==> config.mk <==
export PLATFORM = sky130hd
export DESIGN_NAME = op_sub_serial
export DESIGN_NICKNAME = d
export VERILOG_FILES = /design/src/rtl/op_sub_serial.sv
export SDC_FILE = /design/constraint.sdc
export NUM_CORES = 1
export LEC_CHECK = 0
export BUFFER_PORTS_ARGS = -buffer_cell sky130_fd_sc_hd__buf_2
export CAP_MARGIN = 40
export CORE_UTILIZATION = 32
export CTS_CLUSTER_SIZE = 16
export DETAILED_ROUTE_END_ITERATION = 10
export GPL_TIMING_DRIVEN = 1
export PLACE_DENSITY = 0.62
export RECOVER_POWER = 100
export REMOVE_ABC_BUFFERS = 1
export SETUP_SLACK_MARGIN = 0.15
export SLEW_MARGIN = 20
export SYNTH_ARGS = -nofsm -noshare
export SYNTH_HDL_FRONTEND = slang
export SYNTH_SLANG_ARGS = --single-unit
==> constraint.sdc <==
create_clock -name clk -period 2.4 [get_ports clk]
set_input_delay 0.24 -clock clk [delete_from_list [all_inputs] [get_ports clk]]
set_output_delay 0.24 -clock clk [all_outputs]
set_load 0.005 [all_outputs]
==> src/rtl/op_sub_serial.sv <==
// op_sub_serial: digit-serial a - b, W bits per cycle LSB first, with borrow/overflow flags over valid/ready
module op_sub_serial #(
  parameter int N = 8,
  parameter int W = 2,
  parameter bit SIGNED = 1'b0
) (
  input  logic         clk,
  input  logic         rst,
  input  logic         in_valid,
  output logic         in_ready,
  input  logic [N-1:0] a,
  input  logic [N-1:0] b,
  output logic         out_valid,
  input  logic         out_ready,
  output logic [N-1:0] result,
  output logic         ov,
  output logic         uv,
  output logic         busy
);
  localparam int K = N / W;
  localparam int CW = K > 1 ? $clog2(K) : 1;
  localparam logic [1:0] IDLE = 2'd0;
  localparam logic [1:0] RUN = 2'd1;
  localparam logic [1:0] DONE = 2'd2;
  if (W < 1 || W > N || N % W != 0) begin : g_bad_params
    $error("op_sub_serial: N must be a multiple of W with 1 <= W <= N");
  end
  logic [1:0] state;
  logic [N-1:0] a_sh, b_sh, acc, acc_nx;
  logic [N+W-1:0] cat;
  logic [W:0] d;
  logic [CW-1:0] cnt;
  logic borrow, a_msb, b_msb, last;
  always_comb begin
    d = {1'b0, a_sh[W-1:0]} - {1'b0, b_sh[W-1:0]} - {{W{1'b0}}, borrow};
    cat = {d[W-1:0], acc};
    acc_nx = cat[N+W-1:W];
    last = cnt == CW'(K - 1);
  end
  always_ff @(posedge clk)
    if (rst) begin
      state <= IDLE;
      in_ready <= 1'b1;
      out_valid <= 1'b0;
      busy <= 1'b0;
      result <= '0;
      ov <= 1'b0;
      uv <= 1'b0;
      a_sh <= '0;
      b_sh <= '0;
      acc <= '0;
      borrow <= 1'b0;
      cnt <= '0;
      a_msb <= 1'b0;
      b_msb <= 1'b0;
    end else if (state == IDLE) begin
      if (in_valid && in_ready) begin
        a_sh <= a;
        b_sh <= b;
        a_msb <= a[N-1];
        b_msb <= b[N-1];
        borrow <= 1'b0;
        cnt <= '0;
        state <= RUN;
        in_ready <= 1'b0;
        busy <= 1'b1;
      end
    end else if (state == RUN) begin
      acc <= acc_nx;
      borrow <= d[W];
      a_sh <= a_sh >> W;
      b_sh <= b_sh >> W;
      cnt <= cnt + 1'b1;
      if (last) begin
        state <= DONE;
        out_valid <= 1'b1;
        result <= acc_nx;
        ov <= SIGNED & ~a_msb & b_msb & acc_nx[N-1];
        uv <= SIGNED ? (a_msb & ~b_msb & ~acc_nx[N-1]) : d[W];
      end
    end else if (out_ready) begin
      state <= IDLE;
      out_valid <= 1'b0;
      in_ready <= 1'b1;
      busy <= 1'b0;
    end
endmodule

# Word-level counts from Yosys, hierarchy flattened
# Index checks and enable logic that the tools add are counted.
[word_totals]
ff_bits = 41
input_bits = 20
out_inout_bits = 13
word_cells = 59
[op_classes]
n_addsub = 3
eq_ne = 6
mux = 26
bitwise = 1
reduce_logical = 12
[ops]
columns = ["cell", "n"]
rows = [
  ["8-bit two-way mux", 6],
  ["2-bit two-way mux", 8],
  ["1-bit two-way mux", 12],
  ["3-bit AND reduction", 4],
  ["2-bit nonzero test", 3],
  ["2-bit != test (second input constant)", 2],
  ["2-bit AND reduction", 2],
  ["3-bit != test (second input constant)", 1],
  ["3-bit nonzero test", 1],
  ["2-bit by 2-bit subtractor with 3-bit output", 1],
  ["3-bit by 1-bit subtractor with 3-bit output", 1],
  ["2-bit by 1-bit adder with 2-bit output (second input constant)", 1],
  ["2-bit by 1-bit equality test with 1-bit output (second input constant)", 1],
  ["2-bit equality test (second input constant)", 1],
  ["2-bit zero test", 1],
  ["2-bit by 1-bit != test with 1-bit output (second input constant)", 1],
  ["1-bit logical AND", 1],
  ["1-bit inverter", 1],
]

# Logic depth before layout (Yosys ltp)
[logic_depth]
ltp_word = 4
mapped_depth = 8
ltp_nobuf = 8

# Worst setup path before layout
# Ideal clock, no wire load.
[synth_path]
path_type = "reg-to-reg"
start = "register b_sh[0]"
end = "register borrow"
setup_time_ns = 0.087
t_arrival_ns = 2.143
required_ns = 2.313
path_slack_ns = 0.170
path_stages_with_launch = 9
path_buffers = 0
synth_period_minus_slack_ns = 2.230
cell_sequence = "dfxtp_1 inv_1 fa_1 inv_1 ha_1 or2_2 fa_1 or3_1 o31ai_1"
[synth_via]
elab_chain_cells = 4
[synth_rtl]
columns = ["element", "line", "source"]
rows = [
  ["start: declaration", "29", "logic [N-1:0] a_sh, b_sh, acc, acc_nx;"],
  ["start signal: assignment", "72", "b_sh <= b_sh >> W;"],
  ["2-bit by 2-bit subtractor with 3-bit output", "35", "d = {1'b0, a_sh[W-1:0]} - {1'b0, b_sh[W-1:0]} - {{W{1'b0}}, borrow};"],
  ["3-bit by 1-bit subtractor with 3-bit output", "35", ""],
  ["1-bit two-way mux", "68", "end else if (state == RUN) begin"],
  ["1-bit two-way mux", "56", "end else if (state == IDLE) begin"],
  ["end signal: assignment", "70", "borrow <= d[W];"],
  ["end: declaration", "33", "logic borrow, a_msb, b_msb, last;"],
]
# No other way between the ends. The select of a mux whose other input is x is not followed.
# A chain may end at the register's enable or synchronous reset.

# Worst setup path in the final report
# Same ends and word-level chain as after synthesis.

==> reports/qor.yml <==
ctsHtreeMaxLevel: 2
grt_pass1_wl_um: 5830
crit_family: "adder cells"
synth_cell_type_count: 34
drtIter0Drc: 37
endpoint_kind: "register"
min_path_type: "in -> reg"
ioPinCount: 33
critPathMaxStageDelay_ns: 0.52
drc: 0
synth_top_area_cell: "dfxtp_1"
synth-seq-area-share_pct: 46.19
setup_viol: 0
outcome: "finished, final reports clean"
wl_um: 3455
synth.area.top_cells: "dfxtp_1, a21oi_1, nand2_1, a311oi_1, o21ai_0"
synth_mux_area_share_pct: 0
finish.instance_area_um2: 1994
drive_above_1_share_pct: 19.30
start_util_pct: 33.10
core_um2: 5107
path_buf_inv: 2
nets: 252
vdd_ir_drop_max_mv: 0.3120
hold_buffers: 0
synth.avg_cell_area_um2: 8.537
synthSimpleGateAreaFrac_pct: 15.17
std_cell_rows: 26
synth_xor_area_share_pct: 0.5181
critPathLaunchType: "register"
finalCritPeriodShare_pct: 92.75
cp.arrival_ns: 2.44
grt.total_usage_pct: 14.01
area_growth_pct: 17.99
leakage_nw: 0.7668
stdcell_count: 298
routed_via_density: 4.745
routabilityCongestion: 0.7188
drv_cap: 0
cts.sinks: 39
clkLatencyLatePin_ns: 0.30
cellPowerDensity_nw_per_um2: 760.9
hpwl_um: 2345
synth-seq-cells: 39
cpMaxStageDelayCell: "fa_1"
drv_slew: 0
portBuffers: 31
dp.cells: 287
grt_max_degree: 33
rsz0062_at_grt: "false"
place_area_um2: 1866
gr-total-overflow: 0
fin_crit_ns: 2.226
relSlewSlack_pct: 60.78
tns_ns: 0
syn_area_um2: 1690
cts_tree: "built"
die_area_um2: 5577
worstSetupPathType: "reg -> reg"
utilization_pct: 39.05
fp.dieW_um: 74.68
grt_pass1_vias: 1231
die_h_um: 74.68
synth_top_family_by_area: "compound AO/OA/AOI/OAI gates"
drt-pass1-iter-count: 6
ys_warn_count: 0
cts_made_buffers: 5
required_ns: 2.61
worstPathMaxFanout: 2
finClkSkew_ns: 0.004401
hold_viol_final: 0
cp_cell_sequence: "inv_1 > fa_1 > inv_1 > ha_1 > or2_2 > fa_2 > or3_1 > o31ai_1"
max_slew.worst_pin.slew_ns: 0.5871
cts_root_buf: "clkbuf_8"
synth_fa_ha_area_share_pct: 4.589
grt_antenna_before_repair: 0
crit_top_cell: "inv_1"
clk_path_buf_depth: 2
syn_inst: 198
num_vias: 1414
synth-compound-area-share_pct: 25.98
drtAntennaViolNets: 0
max_freq_mhz: 449.2
synth_top_area_share_pct: 46.19
wl_per_cell_um: 11.59
num_antenna_cells: 0
path_clk_slew_ns: 0.08
-- cell usage after synthesis, drive strengths merged --
cell type  instances
buf               15
and3b              1
a211oi             3
nand3b             1
or3                1
nand4              1
fa                 2
nor2b              1
nor2               6
o31ai              1
ha                 3
or2                1
and4bb             1
a21oi             34
inv                7
xnor2              1
conb               1
o211a              1
dfxtp             39
clkbuf             1
nand2b             3
o21ai             19
a311oi            12
a21o               1
o21a               1
nand2             41
-- worst paths after layout --
check | slack [ns] | depth (start not counted) | from | end
max | 0.17 | 8 | b_sh[0] | borrow
min | 0.18 | 3 | b[7] | b_sh[7]
max reg2reg | 0.17 | 8 | b_sh[0] | borrow
min reg2reg | 0.45 | 2 | acc[3] | result[1]
-- stage by stage --
| step | power (W) | setup WS, ns | hold slack (ns) |
|---|---|---|---|
| floorplan | 0.0008740 | 0.1681 | 0.3046 |
| global placement | 0.0009483 | 0.1192 | 0.4408 |
| detailed placement | 0.0009516 | 0.08226 | 0.4446 |
| CTS | 0.001530 | 0.1599 | 0.1718 |
| global route | 0.001599 | 0.08790 | 0.1979 |
| finish | 0.001517 | 0.1739 | 0.1782 |
-- routing by layer --
layer / routed length, um / up-vias / track usage, %
met3: 175 / 4 / 4.819
met2: 1458 / 32 / 21.02
met5: 0 / - / 0
li1: - / 742 / -
met1: 1777 / 636 / 18.72
met4: 44 / 0 / 5.031
-- report_power, final --
part	switching [W]	internal, W
logic	0.000123	0.000103
clock network	0.000233	0.000336
registers	0.0000314	0.000691
-- logic make-up (layout without fill, tap and decap cells) --
family | Yosys count | count (layout)
adder cells (fa/ha/maj) | 5 | 5
flip-flops | 39 | 39
XOR/XNOR | 1 | 1
AND/OR/NAND/NOR | 57 | 57
AO/OA/AOI/OAI | 72 | 72
other | 1 | 1
buffers and inverters | 23 | 53
-- registers in the layout, summed over array words and instances (netlist names) --
signal	flops
cnt	2
out_valid	1
state	2
acc	6
borrow	1
busy	1
result	8
a_sh	8
uv	1
in_ready	1
b_sh	8
-- placed cells by master, fill, tap and decap left out, types with 6 or more instances in the layout --
cell and instances:
clkbuf_1 9, buf_2 23, buf_4 6, nand2_1 41, o21ai_0 10, a21oi_1 33
o21ai_1 9, dfxtp_1 39, inv_1 6, a311oi_1 12, clkbuf_8 6
-- layout make-up --
type	count	area [um^2]
Clock buffer	6	82.58
Clock inverter	2	35.03
Fill cell	559	3113
Inverter	7	26.28
Multi-Input combinational cell	136	788.3
Sequential cell	39	780.7
Tap cell	70	87.58
Timing Repair Buffer	38	193.9
-- tightest hold or removal path, cell delays in order --
cell	delay, ns
buf_2	0.09
nand2_1	0.05
a21oi_1	0.05
-- repair_timing --
action	4_1_cts	5_1_grt
buffers inserted	1	2
gates resized for setup	3	0
pin swaps	2	2
setup endpoints to repair	1	2
Power figures use the tool's default switching activity.
